<file path="config.mk">
export PLATFORM = sky130hd
export DESIGN_NAME = imm_unit_flat
export DESIGN_NICKNAME = d
export VERILOG_FILES = /design/src/rtl/imm_unit_if.sv /design/src/rtl/imm_unit.sv /design/src/flat_wrapper.sv
export SDC_FILE = /design/constraint.sdc
export NUM_CORES = 1
export LEC_CHECK = 0
export CAP_MARGIN = 20
export CORE_UTILIZATION = 49
export CTS_CLUSTER_SIZE = 24
export DETAILED_ROUTE_END_ITERATION = 8
export PLACE_DENSITY = 0.73
export SYNTH_ARGS = -nofsm -noshare
export SYNTH_HDL_FRONTEND = slang
export SYNTH_SLANG_ARGS = --single-unit
</file>
<file path="constraint.sdc">
create_clock -name clk -period 5.65 [get_ports clk]
set_clock_uncertainty 0.15 [all_clocks]
set_input_delay 1.13 -clock clk [delete_from_list [all_inputs] [get_ports clk]]
set_output_delay 1.13 -clock clk [all_outputs]
set_load 0.01 [all_outputs]
</file>
<file path="src/rtl/imm_unit_if.sv">
// Handshake bundle between the instruction producer and the immediate unit.
// The master drives instructions in and accepts results; the slave is the unit.
interface imm_unit_if #(
    parameter int XLEN = 32
);
    logic            in_valid;
    logic            in_ready;
    logic [31:0]     instr;
    logic [2:0]      immsrc;
    logic            out_valid;
    logic            out_ready;
    logic [XLEN-1:0] immext;
    logic [2:0]      fmt;
    logic            illegal;
    logic [15:0]     err_count;

    modport master (
        output in_valid, instr, immsrc, out_ready,
        input  in_ready, out_valid, immext, fmt, illegal, err_count
    );

    modport slave (
        input  in_valid, instr, immsrc, out_ready,
        output in_ready, out_valid, immext, fmt, illegal, err_count
    );
endinterface

</file>
<file path="src/rtl/imm_unit.sv">
// Decode-stage immediate generator: picks the immediate format, extends it to
// XLEN and hands results out through a 2-entry in-order buffer.
module imm_unit #(
    parameter int          XLEN        = 32,
    parameter int unsigned AUTO_DECODE = 1
) (
    input  logic        clk,
    input  logic        reset,
    imm_unit_if.slave   bus
);
    typedef enum logic [2:0] {
        FMT_I    = 3'b000,
        FMT_S    = 3'b001,
        FMT_B    = 3'b010,
        FMT_J    = 3'b011,
        FMT_U    = 3'b100,
        FMT_Z    = 3'b101,
        FMT_SH   = 3'b110,
        FMT_NONE = 3'b111
    } fmt_e;

    typedef struct packed {
        logic [XLEN-1:0] imm;
        fmt_e            fmt;
        logic            ill;
    } entry_t;

    logic [31:0]     ins;
    logic [2:0]      funct3;
    fmt_e            fmt_dec;
    logic            ill_dec;
    logic [XLEN-1:0] imm_dec;
    entry_t          new_entry;

    assign ins    = bus.instr;
    assign funct3 = ins[14:12];

    // NOTE: every always_comb output gets a default first, so no path leaves it unassigned and no latch is inferred.
    always_comb begin
        fmt_dec = FMT_NONE;
        ill_dec = 1'b0;
        if (AUTO_DECODE != 0) begin
            case (ins[6:0])
                7'b0000011, 7'b1100111: fmt_dec = FMT_I;
                7'b0010011: fmt_dec = (funct3 == 3'b001 || funct3 == 3'b101) ? FMT_SH : FMT_I;
                7'b0100011: fmt_dec = FMT_S;
                7'b1100011: fmt_dec = FMT_B;
                7'b1101111: fmt_dec = FMT_J;
                7'b0110111, 7'b0010111: fmt_dec = FMT_U;
                7'b1110011: fmt_dec = ins[14] ? FMT_Z : FMT_I;
                7'b0110011: fmt_dec = FMT_NONE;  // R-type: no immediate, but legal
                default:    ill_dec = 1'b1;
            endcase
        end else begin
            fmt_dec = fmt_e'(bus.immsrc);
            ill_dec = (bus.immsrc == 3'b111);
        end
    end

    always_comb begin
        imm_dec = '0;
        case (fmt_dec)
            FMT_I:  imm_dec = XLEN'($signed(ins[31:20]));
            FMT_S:  imm_dec = XLEN'($signed({ins[31:25], ins[11:7]}));
            FMT_B:  imm_dec = XLEN'($signed({ins[31], ins[7], ins[30:25], ins[11:8], 1'b0}));
            FMT_J:  imm_dec = XLEN'($signed({ins[31], ins[19:12], ins[20], ins[30:21], 1'b0}));
            FMT_U:  imm_dec = XLEN'($signed({ins[31:12], 12'b0}));
            FMT_Z:  imm_dec = XLEN'(ins[19:15]);
            FMT_SH: imm_dec = (XLEN == 64) ? XLEN'(ins[25:20]) : XLEN'(ins[24:20]);
            default: imm_dec = '0;
        endcase
    end

    assign new_entry = '{imm: imm_dec, fmt: fmt_dec, ill: ill_dec};

    entry_t      slot_q [2];
    entry_t      last_q;
    entry_t      head;
    logic        head_q;
    logic        wr_ptr;
    logic [1:0]  count_q, count_d;
    logic [15:0] err_q, err_d;
    logic        in_ready, out_valid, push, pop;

    assign in_ready  = (count_q < 2'd2);
    assign out_valid = (count_q != 2'd0);
    assign push      = bus.in_valid && in_ready;
    assign pop       = out_valid && bus.out_ready;
    // With one entry resident the free slot is the other one; empty writes at head.
    assign wr_ptr    = head_q ^ count_q[0];
    assign head      = out_valid ? slot_q[head_q] : last_q;

    always_comb begin
        count_d = count_q;
        err_d   = err_q;
        case ({push, pop})
            2'b10:   count_d = count_q + 2'd1;
            2'b01:   count_d = count_q - 2'd1;
            default: count_d = count_q;
        endcase
        if (push && ill_dec && err_q != 16'hFFFF) err_d = err_q + 16'd1;
    end

    // NOTE: sequential state uses non-blocking assignments so every register samples pre-edge values.
    always_ff @(posedge clk or negedge reset) begin
        if (!reset) begin
            head_q  <= 1'b0;
            count_q <= 2'd0;
            last_q  <= '0;
            err_q   <= 16'd0;
        end else begin
            count_q <= count_d;
            err_q   <= err_d;
            if (pop) begin
                head_q <= ~head_q;
                last_q <= slot_q[head_q];
            end
        end
    end

    // NOTE: buffer storage is not reset; count_q alone decides which slots are meaningful.
    always_ff @(posedge clk) begin
        if (push) slot_q[wr_ptr] <= new_entry;
    end

    assign bus.in_ready  = in_ready;
    assign bus.out_valid = out_valid;
    assign bus.immext    = head.imm;
    assign bus.fmt       = head.fmt;
    assign bus.illegal   = head.ill;
    assign bus.err_count = err_q;
endmodule

</file>
<file path="src/flat_wrapper.sv">
// flat-port wrapper written by rule: the top's interface ports become plain ports
module imm_unit_flat 
#(
    parameter int          XLEN        = 32,
    parameter int unsigned AUTO_DECODE = 1
)
  (clk, reset, bus_in_valid, bus_instr, bus_immsrc, bus_out_ready, bus_in_ready, bus_out_valid, bus_immext, bus_fmt, bus_illegal, bus_err_count);
  imm_unit_if #(.XLEN(XLEN)) bus_i ();
  input  logic clk;
  input  logic reset;
  input wire logic [$bits(bus_i.in_valid)-1:0] bus_in_valid;
  input wire logic [$bits(bus_i.instr)-1:0] bus_instr;
  input wire logic [$bits(bus_i.immsrc)-1:0] bus_immsrc;
  input wire logic [$bits(bus_i.out_ready)-1:0] bus_out_ready;
  output wire logic [$bits(bus_i.in_ready)-1:0] bus_in_ready;
  output wire logic [$bits(bus_i.out_valid)-1:0] bus_out_valid;
  output wire logic [$bits(bus_i.immext)-1:0] bus_immext;
  output wire logic [$bits(bus_i.fmt)-1:0] bus_fmt;
  output wire logic [$bits(bus_i.illegal)-1:0] bus_illegal;
  output wire logic [$bits(bus_i.err_count)-1:0] bus_err_count;
  assign bus_i.in_valid = bus_in_valid;
  assign bus_i.instr = bus_instr;
  assign bus_i.immsrc = bus_immsrc;
  assign bus_i.out_ready = bus_out_ready;
  assign bus_in_ready = bus_i.in_ready;
  assign bus_out_valid = bus_i.out_valid;
  assign bus_immext = bus_i.immext;
  assign bus_fmt = bus_i.fmt;
  assign bus_illegal = bus_i.illegal;
  assign bus_err_count = bus_i.err_count;
  imm_unit #(.XLEN(XLEN), .AUTO_DECODE(AUTO_DECODE)) u_core (.clk(clk), .reset(reset), .bus(bus_i));
endmodule
</file>
==> run metrics <==
status=finished, violations left; failing checks=DRC; Max Cap Violations=0; max-slew violations=0; 1st-iter DRT viols=254; die footprint=0.01238 mm2; clk sink count=127; Synth Register Bits=127; ant diodes=0; worst skew pair latency=0.42 ns; syn_nets=541; clk root buf=clkbuf_16; Post-synth EDFFs=72; RSZ-0062 raised after global routing=no; FFs w/ async S/R, synth=43.31%; cts bufs inserted=17; largest cells by area after synthesis=edfxtp_1 37%, dfrtp_1 24%, mux2i_1 6.2%; CP Class=flip-flop to primary output; Yosys warning count=0; Area Overhead vs Synth=27.99%; Mean Syn Cell Area=11.70 um2; Cell Int Power=0.002657 W; # IOs=93; Final Hold Viols=0; Rows=39; Critical Path Max Stage Delay=0.83 ns; DR vias/cell=5.541; post-synthesis cell type count=51; Post-Syn Instances=500; CTS H-tree lvls=4; largest net degree at the start of global routing=56; Reg power frac=35.0%; minimum clock period=4.194 ns; number of post-CTS setup repair buffers=0; post-route ant nets=0; NetSw=0.001262 W; P_leak=3.045 nW; crit-path cells=or2_2 > buf_4 > nor2_1 > a21oi_1 > clkdlybuf4s50_1; die width=111.3 um; Initial Util=50.81%; share of cells above drive strength 1=10.89%; HPWL after detailed placement=7.995 mm; top-count cell post-synth=edfxtp_1; Synth area leader=edfxtp_1; CTS resizes=0; Die Ht=111.3 um; Crit. End Element=primary output; most frequent cells after synthesis=72 x edfxtp_1, 55 x dfrtp_1, 50 x nand2_1; CP max-delay cell=or2_2; fmax=0.2384 GHz; Pre-antenna DRT Iters=7; prevailing post-synth register cell=edfxtp_1; utilization after layout=65.04%; first-pass GRT wire length=20.20 mm; synthesized cell area=0.005852 mm2; Clock Power Share=28.8%; vias in the first global route=4009; CP Buf/Inv Count=2; clock buffer depth=2; Tcrit/Tclk final=74.23%; max_slew headroom=30.95%; cts hold-fix bufs=0; initial antenna violation count=0; crit path launch type=flip-flop; combinational power share=36.3%; global route overflow=0; via count=4100; top-area cell type share of the netlist area=36.95%; number of fill cells in the layout=888; gpl congestion=0.9373; maximum VDD drop=0.2765 mV; Worst-Margin Slew=1.036 ns; GRT Resource Usage Total=21.40%; Reg clk slew, reported paths=0.06 ns; WL final=12.34 mm; Routed WL per cell=16.67 um; number of port buffers=89; Crit path max-delay family=buffers and inverters; CP max FO=54; sequential share of the synthesized area=60.47%; Worst Hold Class=flip-flop to flip-flop; CTS tree=yes; critical path arrival=2.91 ns; CP Data Required Time=4.37 ns; Fin Setup TNS=0 ns; # setup viols final=0; core area=0.01152 mm2; pwr/cell area=523.3 mW/mm2; Sw Share=32.21%; nets=625; detailed-route DRC error count=7
-- power groups by stage --
stage	clock (W)	combinational [W]	sequential, W
after floorplan	0	0.000781	0.00135
after global placement	0	0.00132	0.00142
after detailed placement	0	0.00136	0.00144
after CTS	0.00114	0.00136	0.00142
after global routing	0.00119	0.00154	0.00140
final	0.00113	0.00142	0.00137
-- routing by layer --
metal | GRT usage (%) | share of wire (%)
met5 | 0 | 0
met4 | 9.369 | 1.7
met3 | 5.303 | 5.7
met2 | 33.38 | 48
met1 | 28.43 | 45
-- final timing paths --
| kind | slack [ns] | from | endpoint | depth (start not counted) |
|---|---|---|---|---|
| min in group asynchronous | 0.71 | reset | u_core.bus.err_count[12] | 2 |
| max in group asynchronous | 4.09 | reset | u_core.head_q | 2 |
| hold reg to reg | 0.33 | u_core.last_q[35] | u_core.last_q[35] | 2 |
| setup reg to reg | 2.30 | u_core.count_q[0] | u_core.count_q[1] | 8 |
| setup / recovery | 1.46 | u_core.count_q[0] | bus_immext[22] | 5 |
| hold / removal | 0.33 | u_core.last_q[35] | u_core.last_q[35] | 2 |
-- state kept, by name, indices dropped and copies added, names as in the netlist --
signal / cells
u_core.slot_q: 72
u_core.last_q: 36
u_core.bus.err_count: 16
u_core.count_q: 2
u_core.head_q: 1
-- through the flow --
step           power, W  setup WS (ns)  area (um2)  cells  hold WS [ns]
6_report       0.003919          1.456        7490    740        0.3280
5_1_grt        0.004130          1.261        7490    740        0.3590
3_3_place_gp   0.002742          1.928        6818    706        0.3123
3_5_place_dp   0.002793          1.897        6818    706        0.3206
4_1_cts        0.003926          1.471        7442    738        0.3329
2_1_floorplan  0.002134          2.277        5852    500        0.3005
-- worst register-to-register path, stage by stage (launching register included) --
cell and delay, ns:
dfrtp_1 0.43, or2_2 0.69, buf_4 0.38, nand2_2 0.44, buf_4 0.47, inv_1 0.10
ha_1 0.33, nor2_1 0.15, xnor2_1 0.13
-- cells in the final DEF (no fill, tap or decap), types with 4 or more instances in the layout --
| cell type | netlist | final |
|---|---|---|
| clkdlybuf4s50_1 | 0 | 88 |
| edfxtp_1 | 72 | 72 |
| dfrtp_1 | 55 | 54 |
| nand2_1 | 50 | 49 |
| nor2_1 | 49 | 48 |
| a21oi_1 | 42 | 42 |
| o21ai_0 | 39 | 39 |
| mux2i_1 | 36 | 36 |
| clkbuf_16 | 0 | 18 |
| xnor2_1 | 17 | 17 |
| a22o_1 | 11 | 11 |
| a21o_1 | 8 | 8 |
| and2_1 | 7 | 7 |
| inv_1 | 7 | 7 |
| and3_1 | 7 | 7 |
| nand3_2 | 7 | 7 |
| nand3_1 | 6 | 6 |
| nand4_1 | 5 | 5 |
| a22oi_1 | 5 | 5 |
| o2bb2ai_1 | 5 | 5 |
| buf_4 | 2 | 5 |
| clkinv_2 | 0 | 4 |
-- cell families after synthesis --
kind of cell / share of synthesized area, %
and+or+nand+nor: 13.71
DFF: 60.47
AOI/OAI and AO/OA: 13.15
muxes: 6.735
buffers and inverters: 2.972
xor gates and xnor gates: 2.544
adders and majority gates: 0.4276
-- layout make-up --
cell class	count	area (um2)	area share, %
clock buffers	19	464.2	6.198
flip-flops and latches	127	3540	47.26
multi-input cells	335	2150	28.70
repair buffers	96	970.9	12.96
inverters	7	26.28	0.3508
well taps	143	178.9	2.389
clock inverters	13	160.2	2.138
Power figures use the tool's default switching activity.
